`src/rtl/dmem_arb_pkg.sv`:
```
// dmem_arb_pkg: shared types and helpers for the data-memory arbiter.
// FSM state encoding, owner encoding, default burst length and the
// beat-index width helper used by dmem_arbiter and dmem_beat_ctr.
package dmem_arb_pkg;

  typedef enum logic [1:0] {
    ST_IDLE     = 2'd0,
    ST_CPU_XFER = 2'd1,
    ST_PLY_XFER = 2'd2
  } arb_state_e;

  typedef enum logic {
    OWN_CPU = 1'b0,
    OWN_PLY = 1'b1
  } arb_owner_e;

  localparam int unsigned DMEM_ARB_BEATS = 8;

  // Width of a beat index; never below one bit so ports stay legal.
  function automatic int unsigned beat_idx_w(input int unsigned beats);
    if (beats <= 32'd2) begin
      return 32'd1;
    end else begin
      return $clog2(beats);
    end
  endfunction

endpackage

```
`src/rtl/dmem_beat_ctr.sv`:
```
// dmem_beat_ctr: beat counter for dmem_arbiter transfers.
// Clear has priority over increment. last_o flags the final beat of the
// current transfer: beat BEATS-1 for a burst, beat 0 for a single word.
module dmem_beat_ctr
  import dmem_arb_pkg::*;
#(
  parameter  int unsigned BEATS = DMEM_ARB_BEATS,
  localparam int unsigned BW    = beat_idx_w(BEATS)
) (
  input  logic          clk,
  input  logic          rst_n,
  input  logic          clr_i,
  input  logic          inc_i,
  input  logic          burst_i,
  output logic [BW-1:0] beat_o,
  output logic          last_o
);

  logic [BW-1:0] beat_q;
  logic [BW-1:0] beat_d;

  // Next beat index: clear on a new grant, step while beats remain.
  always_comb begin
    beat_d = beat_q;
    if (clr_i) begin
      beat_d = {BW{1'b0}};
    end else if (inc_i) begin
      beat_d = beat_q + {{(BW-1){1'b0}}, 1'b1};
    end else begin
      beat_d = beat_q;
    end
  end

  // Beat index register; an in-flight transfer is dropped on reset.
  always_ff @(posedge clk or negedge rst_n) begin
    if (!rst_n) begin
      beat_q <= {BW{1'b0}};
    end else begin
      beat_q <= beat_d;
    end
  end

  // Final-beat decode depends on the latched transfer length.
  always_comb begin
    last_o = 1'b0;
    if (burst_i) begin
      last_o = (beat_q == BW'(BEATS - 1));
    end else begin
      last_o = (beat_q == {BW{1'b0}});
    end
  end

  assign beat_o = beat_q;

endmodule

```
`src/rtl/dmem_arbiter.sv`:
```
// dmem_arbiter: shares the single-ported data memory between the CPU
// load/store path (single words and BEATS-word bitmap bursts) and the PLY
// note-fetch engine. PLY wins ties; bursts are never preempted.
// Optional feature macro: DMEM_ARB_FAIR_EN -- after a PLY grant the CPU
// wins the next tie, bounding CPU wait to one PLY transfer.
module dmem_arbiter
  import dmem_arb_pkg::*;
#(
  parameter  int unsigned ADDR_W = 16,
  parameter  int unsigned DATA_W = 16,
  parameter  int unsigned BEATS  = DMEM_ARB_BEATS,
  localparam int unsigned BW     = beat_idx_w(BEATS)
) (
  input  logic              clk,
  input  logic              rst_n,
  input  logic              cpu_req,
  input  logic              cpu_we,
  input  logic              cpu_burst,
  input  logic [ADDR_W-1:0] cpu_addr,
  input  logic [DATA_W-1:0] cpu_wdata,
  output logic              cpu_gnt,
  output logic [BW-1:0]     cpu_beat,
  output logic              cpu_rvalid,
  output logic [DATA_W-1:0] cpu_rdata,
  output logic              cpu_done,
  output logic              stall,
  input  logic              ply_req,
  input  logic [ADDR_W-1:0] ply_addr,
  output logic              ply_gnt,
  output logic              ply_rvalid,
  output logic [DATA_W-1:0] ply_rdata,
  output logic              mem_en,
  output logic              mem_we,
  output logic [ADDR_W-1:0] mem_addr,
  output logic [DATA_W-1:0] mem_wdata,
  input  logic [DATA_W-1:0] mem_rdata
);

  arb_state_e        state_q;
  logic [ADDR_W-1:0] addr_q;
  logic              we_q;
  logic              burst_q;
  logic              cpu_rvalid_q;
  logic              ply_rvalid_q;
  logic              cpu_done_q;

  arb_owner_e        winner_s;
  logic              cpu_gnt_s;
  logic              ply_gnt_s;
  logic              cpu_issue_s;
  logic              ply_issue_s;
  logic              fair_cpu_s;
  logic [BW-1:0]     beat_s;
  logic              last_s;

`ifdef DMEM_ARB_FAIR_EN
  logic last_ply_q;

  // Remember who was granted last so the CPU wins the next tie after PLY.
  always_ff @(posedge clk or negedge rst_n) begin
    if (!rst_n) begin
      last_ply_q <= 1'b0;
    end else if (ply_gnt_s) begin
      last_ply_q <= 1'b1;
    end else if (cpu_gnt_s) begin
      last_ply_q <= 1'b0;
    end else begin
      last_ply_q <= last_ply_q;
    end
  end

  assign fair_cpu_s = cpu_req && last_ply_q;
`else
  assign fair_cpu_s = 1'b0;
`endif

  assign cpu_issue_s = (state_q == ST_CPU_XFER);
  assign ply_issue_s = (state_q == ST_PLY_XFER);

  // Arbitration in IDLE; grants are combinational and masked in reset.
  always_comb begin
    winner_s  = OWN_CPU;
    cpu_gnt_s = 1'b0;
    ply_gnt_s = 1'b0;
    if (rst_n && (state_q == ST_IDLE) && (cpu_req || ply_req)) begin
      if (ply_req && !fair_cpu_s) begin
        winner_s = OWN_PLY;
      end else begin
        winner_s = OWN_CPU;
      end
      cpu_gnt_s = (winner_s == OWN_CPU);
      ply_gnt_s = (winner_s == OWN_PLY);
    end else begin
      winner_s  = OWN_CPU;
      cpu_gnt_s = 1'b0;
      ply_gnt_s = 1'b0;
    end
  end

  dmem_beat_ctr #(
    .BEATS (BEATS)
  ) u_beat_ctr (
    .clk     (clk),
    .rst_n   (rst_n),
    .clr_i   (cpu_gnt_s || ply_gnt_s),
    .inc_i   (cpu_issue_s && !last_s),
    .burst_i (burst_q),
    .beat_o  (beat_s),
    .last_o  (last_s)
  );

  // Transfer FSM with registered read-valid and done pulses.
  always_ff @(posedge clk or negedge rst_n) begin
    if (!rst_n) begin
      state_q      <= ST_IDLE;
      addr_q       <= {ADDR_W{1'b0}};
      we_q         <= 1'b0;
      burst_q      <= 1'b0;
      cpu_rvalid_q <= 1'b0;
      ply_rvalid_q <= 1'b0;
      cpu_done_q   <= 1'b0;
    end else begin
      cpu_rvalid_q <= cpu_issue_s && !we_q;
      ply_rvalid_q <= ply_issue_s;
      cpu_done_q   <= cpu_issue_s && last_s;
      case (state_q)
        ST_IDLE: begin
          if (cpu_gnt_s) begin
            addr_q  <= cpu_addr;
            we_q    <= cpu_we;
            burst_q <= cpu_burst;
            state_q <= ST_CPU_XFER;
          end else if (ply_gnt_s) begin
            addr_q  <= ply_addr;
            we_q    <= 1'b0;
            burst_q <= 1'b0;
            state_q <= ST_PLY_XFER;
          end else begin
            state_q <= ST_IDLE;
          end
        end
        ST_CPU_XFER: begin
          if (last_s) begin
            state_q <= ST_IDLE;
          end else begin
            state_q <= ST_CPU_XFER;
          end
        end
        ST_PLY_XFER: begin
          state_q <= ST_IDLE;
        end
        default: begin
          state_q <= ST_IDLE;
        end
      endcase
    end
  end

  // Memory port drive; address adds the beat and wraps at 2^ADDR_W.
  always_comb begin
    mem_en    = 1'b0;
    mem_we    = 1'b0;
    mem_addr  = {ADDR_W{1'b0}};
    mem_wdata = {DATA_W{1'b0}};
    cpu_beat  = {BW{1'b0}};
    case (state_q)
      ST_CPU_XFER: begin
        mem_en    = 1'b1;
        mem_we    = we_q;
        mem_addr  = addr_q + ADDR_W'(beat_s);
        mem_wdata = cpu_wdata;
        cpu_beat  = beat_s;
      end
      ST_PLY_XFER: begin
        mem_en    = 1'b1;
        mem_addr  = addr_q;
      end
      default: begin
        mem_en    = 1'b0;
        mem_we    = 1'b0;
      end
    endcase
  end

  assign cpu_gnt    = cpu_gnt_s;
  assign ply_gnt    = ply_gnt_s;
  assign cpu_rvalid = cpu_rvalid_q;
  assign ply_rvalid = ply_rvalid_q;
  assign cpu_done   = cpu_done_q;
  assign cpu_rdata  = cpu_rvalid_q ? mem_rdata : {DATA_W{1'b0}};
  assign ply_rdata  = ply_rvalid_q ? mem_rdata : {DATA_W{1'b0}};
  assign stall      = rst_n && ((cpu_req && !cpu_gnt_s) || cpu_issue_s);

endmodule

```
`config.mk`:
```
export PLATFORM = sky130hd
export DESIGN_NAME = dmem_arbiter
export DESIGN_NICKNAME = d
export VERILOG_FILES = /design/src/rtl/dmem_arb_pkg.sv /design/src/rtl/dmem_beat_ctr.sv /design/src/rtl/dmem_arbiter.sv
export SDC_FILE = /design/constraint.sdc
export NUM_CORES = 1
export LEC_CHECK = 0
export CAP_MARGIN = 0
export CORE_MARGIN = 3
export CORE_UTILIZATION = 39
export CTS_CLUSTER_SIZE = 10
export DETAILED_ROUTE_END_ITERATION = 12
export PLACE_DENSITY = 0.88
export SKIP_LAST_GASP = 1
export SYNTH_ARGS = -nofsm -noshare
export SYNTH_HDL_FRONTEND = slang
export SYNTH_HIERARCHICAL = 1
export SYNTH_SLANG_ARGS = --single-unit
```
`constraint.sdc`:
```
create_clock -name clk -period 3.62 [get_ports clk]
set_clock_uncertainty 0.15 [all_clocks]
set_input_delay 0.905 -clock clk [delete_from_list [all_inputs] [get_ports clk]]
set_output_delay 0.905 -clock clk [all_outputs]
set_load 0.05 [all_outputs]
```
# Yosys cells after proc, flatten, opt, wreduce, memory -nomap -nowiden
# Cells that the tools add are included.
[totals] in_bits=70 wordCells=56 regBits=26 output_inout_bits=75
[classes] eq_ne=3 n_addsub=2 mux=23 n_reduce_logical=19 bitwise_logic=1
[op_table] operator="2-to-1 mux 16 bit" n=5
[op_table] operator="one-hot mux 16 bit (2 select lines)" n=1
[op_table] operator="adder 16 x 3 -> 16 bit" n=1
[op_table] operator="2-to-1 mux 1 bit" n=11
[op_table] operator="2-to-1 mux 3 bit" n=3
[op_table] operator="logical AND 1 bit" n=7
[op_table] operator="2-to-1 mux 2 bit" n=2
[op_table] operator="one-hot mux 2 bit (2 select lines)" n=1
[op_table] operator="nonzero test 2 bit" n=2
[op_table] operator="adder 3 x 1 -> 3 bit (second input constant)" n=1
[op_table] operator="equality test 3 bit (second input constant)" n=1
[op_table] operator="logical NOT 1 bit" n=3
[op_table] operator="logical NOT 3 bit" n=1
[op_table] operator="logical OR 1 bit" n=3
[op_table] operator="equality test 2 x 1 -> 1 bit (second input constant)" n=1
[op_table] operator="equality test 2 bit (second input constant)" n=1
[op_table] operator="logical NOT 2 bit" n=1
[op_table] operator="AND reduction 2 bit" n=1
[op_table] operator="OR reduction 2 bit" n=1
[op_table] operator="inverter 1 bit" n=1

# Logic depth before layout (Yosys ltp)
[logic_depth] word_depth=10 depth_mapped=7 ltp_nobuf=6

# By module
# Netlist, hierarchy kept.
[modules_own_cells] module="dmem_arbiter" instances=1 area_per_inst_um2=1918.1 cells_per_inst=245 seq_area_each_um2=575.6
[modules_own_cells] module="dmem_beat_ctr" instances=1 area_per_inst_um2=172.7 cells_per_inst=16 seq_area_each_um2=75.1

# Least setup slack after synthesis
# Ideal clock, no wire load.
[synth_path] path_type="register to output" start="register state_q[0]" end="output mem_addr[7]" t_arrival_ps=3055 stages_incl_launch_ff=6 required_ps=2565 slack_ps=-490 path_buffers=1 cell_sequence="dfrtp_1 > inv_1 > ha_1 > clkbuf_1 > nand2_1 > o41ai_1"
[synth_between] elab_chain_cells=2 word_cells_on_any_way=3 cone_classes="eq/ne (2); mux (1)"
[synth_lines] item="from (decl)" line_no="dmem_arbiter.sv:39" source="arb_state_e state_q;"
[synth_lines] item="from (signal assigned)" line_no="dmem_arbiter.sv:115" source="state_q <= ST_IDLE;"
[synth_lines] item="from (signal assigned)" line_no="dmem_arbiter.sv:132" source="state_q <= ST_CPU_XFER;"
[synth_lines] item="from (signal assigned)" line_no="dmem_arbiter.sv:137" source="state_q <= ST_PLY_XFER;"
[synth_lines] item="equality test 2 bit / equality test 2 x 1 -> 1 bit (equally long branches)" line_no="dmem_arbiter.sv:166" source="case (state_q)"
[synth_lines] item="one-hot mux 16 bit (2 select lines) *" line_no="dmem_arbiter.sv:166"
[synth_lines] item="to (decl)" line_no="dmem_arbiter.sv:34" source="output logic [ADDR_W-1:0] mem_addr,"
# Every way passes the cells marked *; elsewhere a longest branch is shown, timed or not.

# Final worst setup path
[layout_path] start="register u_beat_ctr.beat_q[0], in the netlist u_beat_ctr/beat_o[0]" end="output mem_addr[4]"
[layout_between] elab_chain_cells=2
[layout_lines] item="from (decl)" line_no="dmem_beat_ctr.sv:19" source="logic [BW-1:0] beat_q;"
[layout_lines] item="from (signal assigned)" line_no="dmem_beat_ctr.sv:37" source="beat_q <= {BW{1'b0}};"
[layout_lines] item="from (signal assigned)" line_no="dmem_beat_ctr.sv:39" source="beat_q <= beat_d;"
[layout_lines] item="adder 16 x 3 -> 16 bit" line_no="dmem_arbiter.sv:170" source="mem_addr = addr_q + ADDR_W'(beat_s);"
[layout_lines] item="one-hot mux 16 bit (2 select lines)" line_no="dmem_arbiter.sv:166"
# Every way passes these cells.

==> run summary <==
First-pass GRT wire length: 11340 um
Clk Latency, worst-skew pair: 0.27 ns
Tightest Pin Transition: 0.8294 ns
Clock Sinks: 26
Relative slew slack: 44.46%
Worst Setup End Kind: output pin
Reg2reg path depth: 6
Pre-CTS setup slack: 0.3918 ns
Layout area overhead: 75.28%
Register bit total from synthesis: 26
Vias per inst: 5.168
Final setup fails: 0
Final hold vios: 0
Reg clk slew, reported paths: 0.09 ns
Max-Cap Viols: 0
Worst path cell trace: ha_2 > fa_1 > a21o_4 > a21boi_0 > o21ai_0 > a21boi_1 > buf_12
Avg WL per Cell: 15.76 um
Placer congestion estimate: 0.8679
Vias in the first global route: 2286
Die outline area: 0.006276 sq mm
IR drop worst, VDD: 0.2111 mV
I/O Pins: 145
Final period utilization: 93.56%
Chip Width: 79.22 um
Hold Path Depth: 1
EDFF count, synth: 0
Critical path class: reg2out
Number of DRC markers in iteration 0: 89
PortBufs: 144
Leak: 1.713 nW
Clock tree buffer depth: 2
Initial antenna violation count: 0
Synth Instances: 261
Mapped Avg Cell Area: 8.011 sq um
Hold Crit Class: reg2reg
Total gr overflow: 0
Sequential fraction of the synthesis area: 31.12%
DR vias: 2424
Sum of negative setup slack: 0 ns
WP depth: 7
Crit path DAT: 2.33 ns
Fin. max-slew vios: 0
Max Clock Freq: 0.2953 GHz
Critical Path Start Type: flip-flop
Initial core utilization: 40.68%
Status: complete, no violations
CP max-delay cell: dfrtp_1
Core Region: 0.005140 sq mm
Worst path top cell family by delay: compound AO/OA/AOI/OAI gates
CTS tree: built
CTS root buf: clkbuf_8
Drt total wl: 7393 um
RSZ-0062 raised after global routing: no
Total GRT Usage: 22.53%
Syn Nets: 341
Worst EP required: 2.56 ns
Pre-Repair DR Iteration Count: 4
PnR worst setup slack: 0.2333 ns
Post-Syn Area: 0.002091 sq mm
Layout cell share with drive strength beyond 1: 20.55%
Num CTS Buffers: 3
Pwr Density: 333.1 mW/mm^2
Layout Cells excl Fill: 469
Post-route ant nets: 0
Yosys warns: 6
Nets@finish: 481
Die height: 79.22 um
Depth of the CTS H-tree: 1
Placed Cells: 466
Main synth FF type: dfrtp_1
Tot Pwr: 1.221 mW
Post-synth ARST share: 100.0%
Largest net degree at the start of global routing: 26
Worst-path fanout max: 7
Site Rows: 26
Post-route DRC: 0
DP HPWL: 5897 um
Post-synth cell types: 46
# diodes: 0
Buf/Inv on CP: 1
Period minus WS final: 3.387 ns
Critical Path Max Stage Delay: 0.45 ns
## final timing paths
| kind | from | endpoint | slack [ns] |
|---|---|---|---|
| min in group asynchronous | rst_n | u_beat_ctr/beat_o[2] | 0.88 |
| worst max register to register | u_beat_ctr/beat_o[1] | u_beat_ctr/beat_o[2] | 1.61 |
| worst min-delay path | we_q | cpu_rvalid | 0.32 |
| max in group asynchronous | rst_n | cpu_rvalid | 1.97 |
| worst min register to register | we_q | cpu_rvalid | 0.32 |
| worst max-delay path | u_beat_ctr/beat_o[0] | mem_addr[4] | 0.23 |
## report_power, final
part	total, mW	switching [mW]	internal [mW]
Combinational	0.612	0.339	0.273
Sequential	0.444	0.0939	0.350
Clock	0.164	0.0894	0.0747
Total	1.22	0.522	0.698
## through the flow
stage / cell area, sq um / utilization [%] / hold WS [ns]
5_1_grt: 3665 / 71.30 / 0.3509
4_1_cts: 3655 / 71.11 / 0.3265
3_3_place_gp: 3613 / 70.30 / 0.2826
6_report: 3665 / 71.30 / 0.3173
3_5_place_dp: 3613 / 70.30 / 0.3133
2_1_floorplan: 2098 / - / 0.2678
## layout make-up
| type | count | area, sq um |
|---|---|---|
| Clock buffer | 3 | 41.29 |
| Timing Repair Buffer | 150 | 1494 |
| Fill cell | 425 | 1475 |
| Inverter | 9 | 33.78 |
| Tap cell | 70 | 87.58 |
| Multi-Input combinational cell | 211 | 1358 |
| Sequential cell | 26 | 650.6 |
## Yosys cell counts, drive strengths merged (2+ instances only)
cell type   n  share of area (%)
and3        3               0.90
a22oi      19                6.8
a22o        3                1.3
nand3       4               0.96
nand2      42                7.5
and2       58                 17
a21oi       7                1.7
o211ai      3                1.1
nor2b       6                1.8
dfrtp      26                 31
nor3        2               0.48
buf         2               0.78
o21ai      10                2.4
nor2        4               0.72
mux2i       2               0.96
or3         6                1.8
a31oi       4                1.2
a21o        2               0.72
nand4       5                1.8
ha          9                5.4
clkbuf     13                2.4
inv         9                1.6
a21boi      2               0.72
## cells in the final DEF (no fill, tap or decap), types with 2 or more instances in the layout
cell type / netlist / final
nand2_1: 42 / 42
nand4_1: 4 / 4
o21ai_0: 10 / 5
nor2_1: 4 / 4
nor3_1: 2 / 2
o211ai_1: 3 / 3
buf_12: 0 / 14
a21oi_1: 7 / 7
and2_1: 58 / 58
dfrtp_1: 26 / 26
clkbuf_8: 0 / 3
and3_1: 3 / 3
a22oi_1: 19 / 19
a22o_1: 3 / 3
nor2b_1: 6 / 6
a31oi_1: 4 / 4
o21ai_1: 0 / 5
mux2i_1: 2 / 2
clkdlybuf4s50_1: 0 / 77
buf_4: 0 / 59
ha_1: 9 / 8
nand3_1: 4 / 4
or3_1: 6 / 6
inv_1: 9 / 9
## what timing repair did
| action | CTS | global route |
|---|---|---|
| endpoints found under the setup margin | 0 | 2 |
| hold buffers | 0 | 0 |
| gates resized for setup | 0 | 2 |
| buffers inserted | 0 | 0 |
## metal layers
metal  vias to the layer above  routed length, um  track usage [%]
met1                      1101               2864            27.28
met3                        11                690            5.329
met4                         0                 94            4.811
met2                       124               3744            40.40
li1                       1188                  -                -
met5                         -                  0                0
## sequential cells by signal, indices dropped and copies added (netlist names)
name / count
addr_q: 16
u_beat_ctr/beat_o: 3
state_q: 2
burst_q: 1
cpu_done: 1
cpu_rvalid: 1
ply_rvalid: 1
we_q: 1
## cell families (layout without fill, tap and decap cells)
| group | count (synthesis) | in the layout | share of synthesized area [%] |
|---|---|---|---|
| xor gates and xnor gates | 2 | 2 | 0.8380 |
| adders and majority gates | 10 | 10 | 6.344 |
| buffers and inverters | 24 | 162 | 4.787 |
| muxes | 2 | 2 | 0.9575 |
| DFF | 26 | 26 | 31.12 |
| AOI/OAI and AO/OA | 59 | 59 | 19.57 |
| and+or+nand+nor | 138 | 138 | 36.39 |
Note: power is estimated with default switching activity, not from simulation.
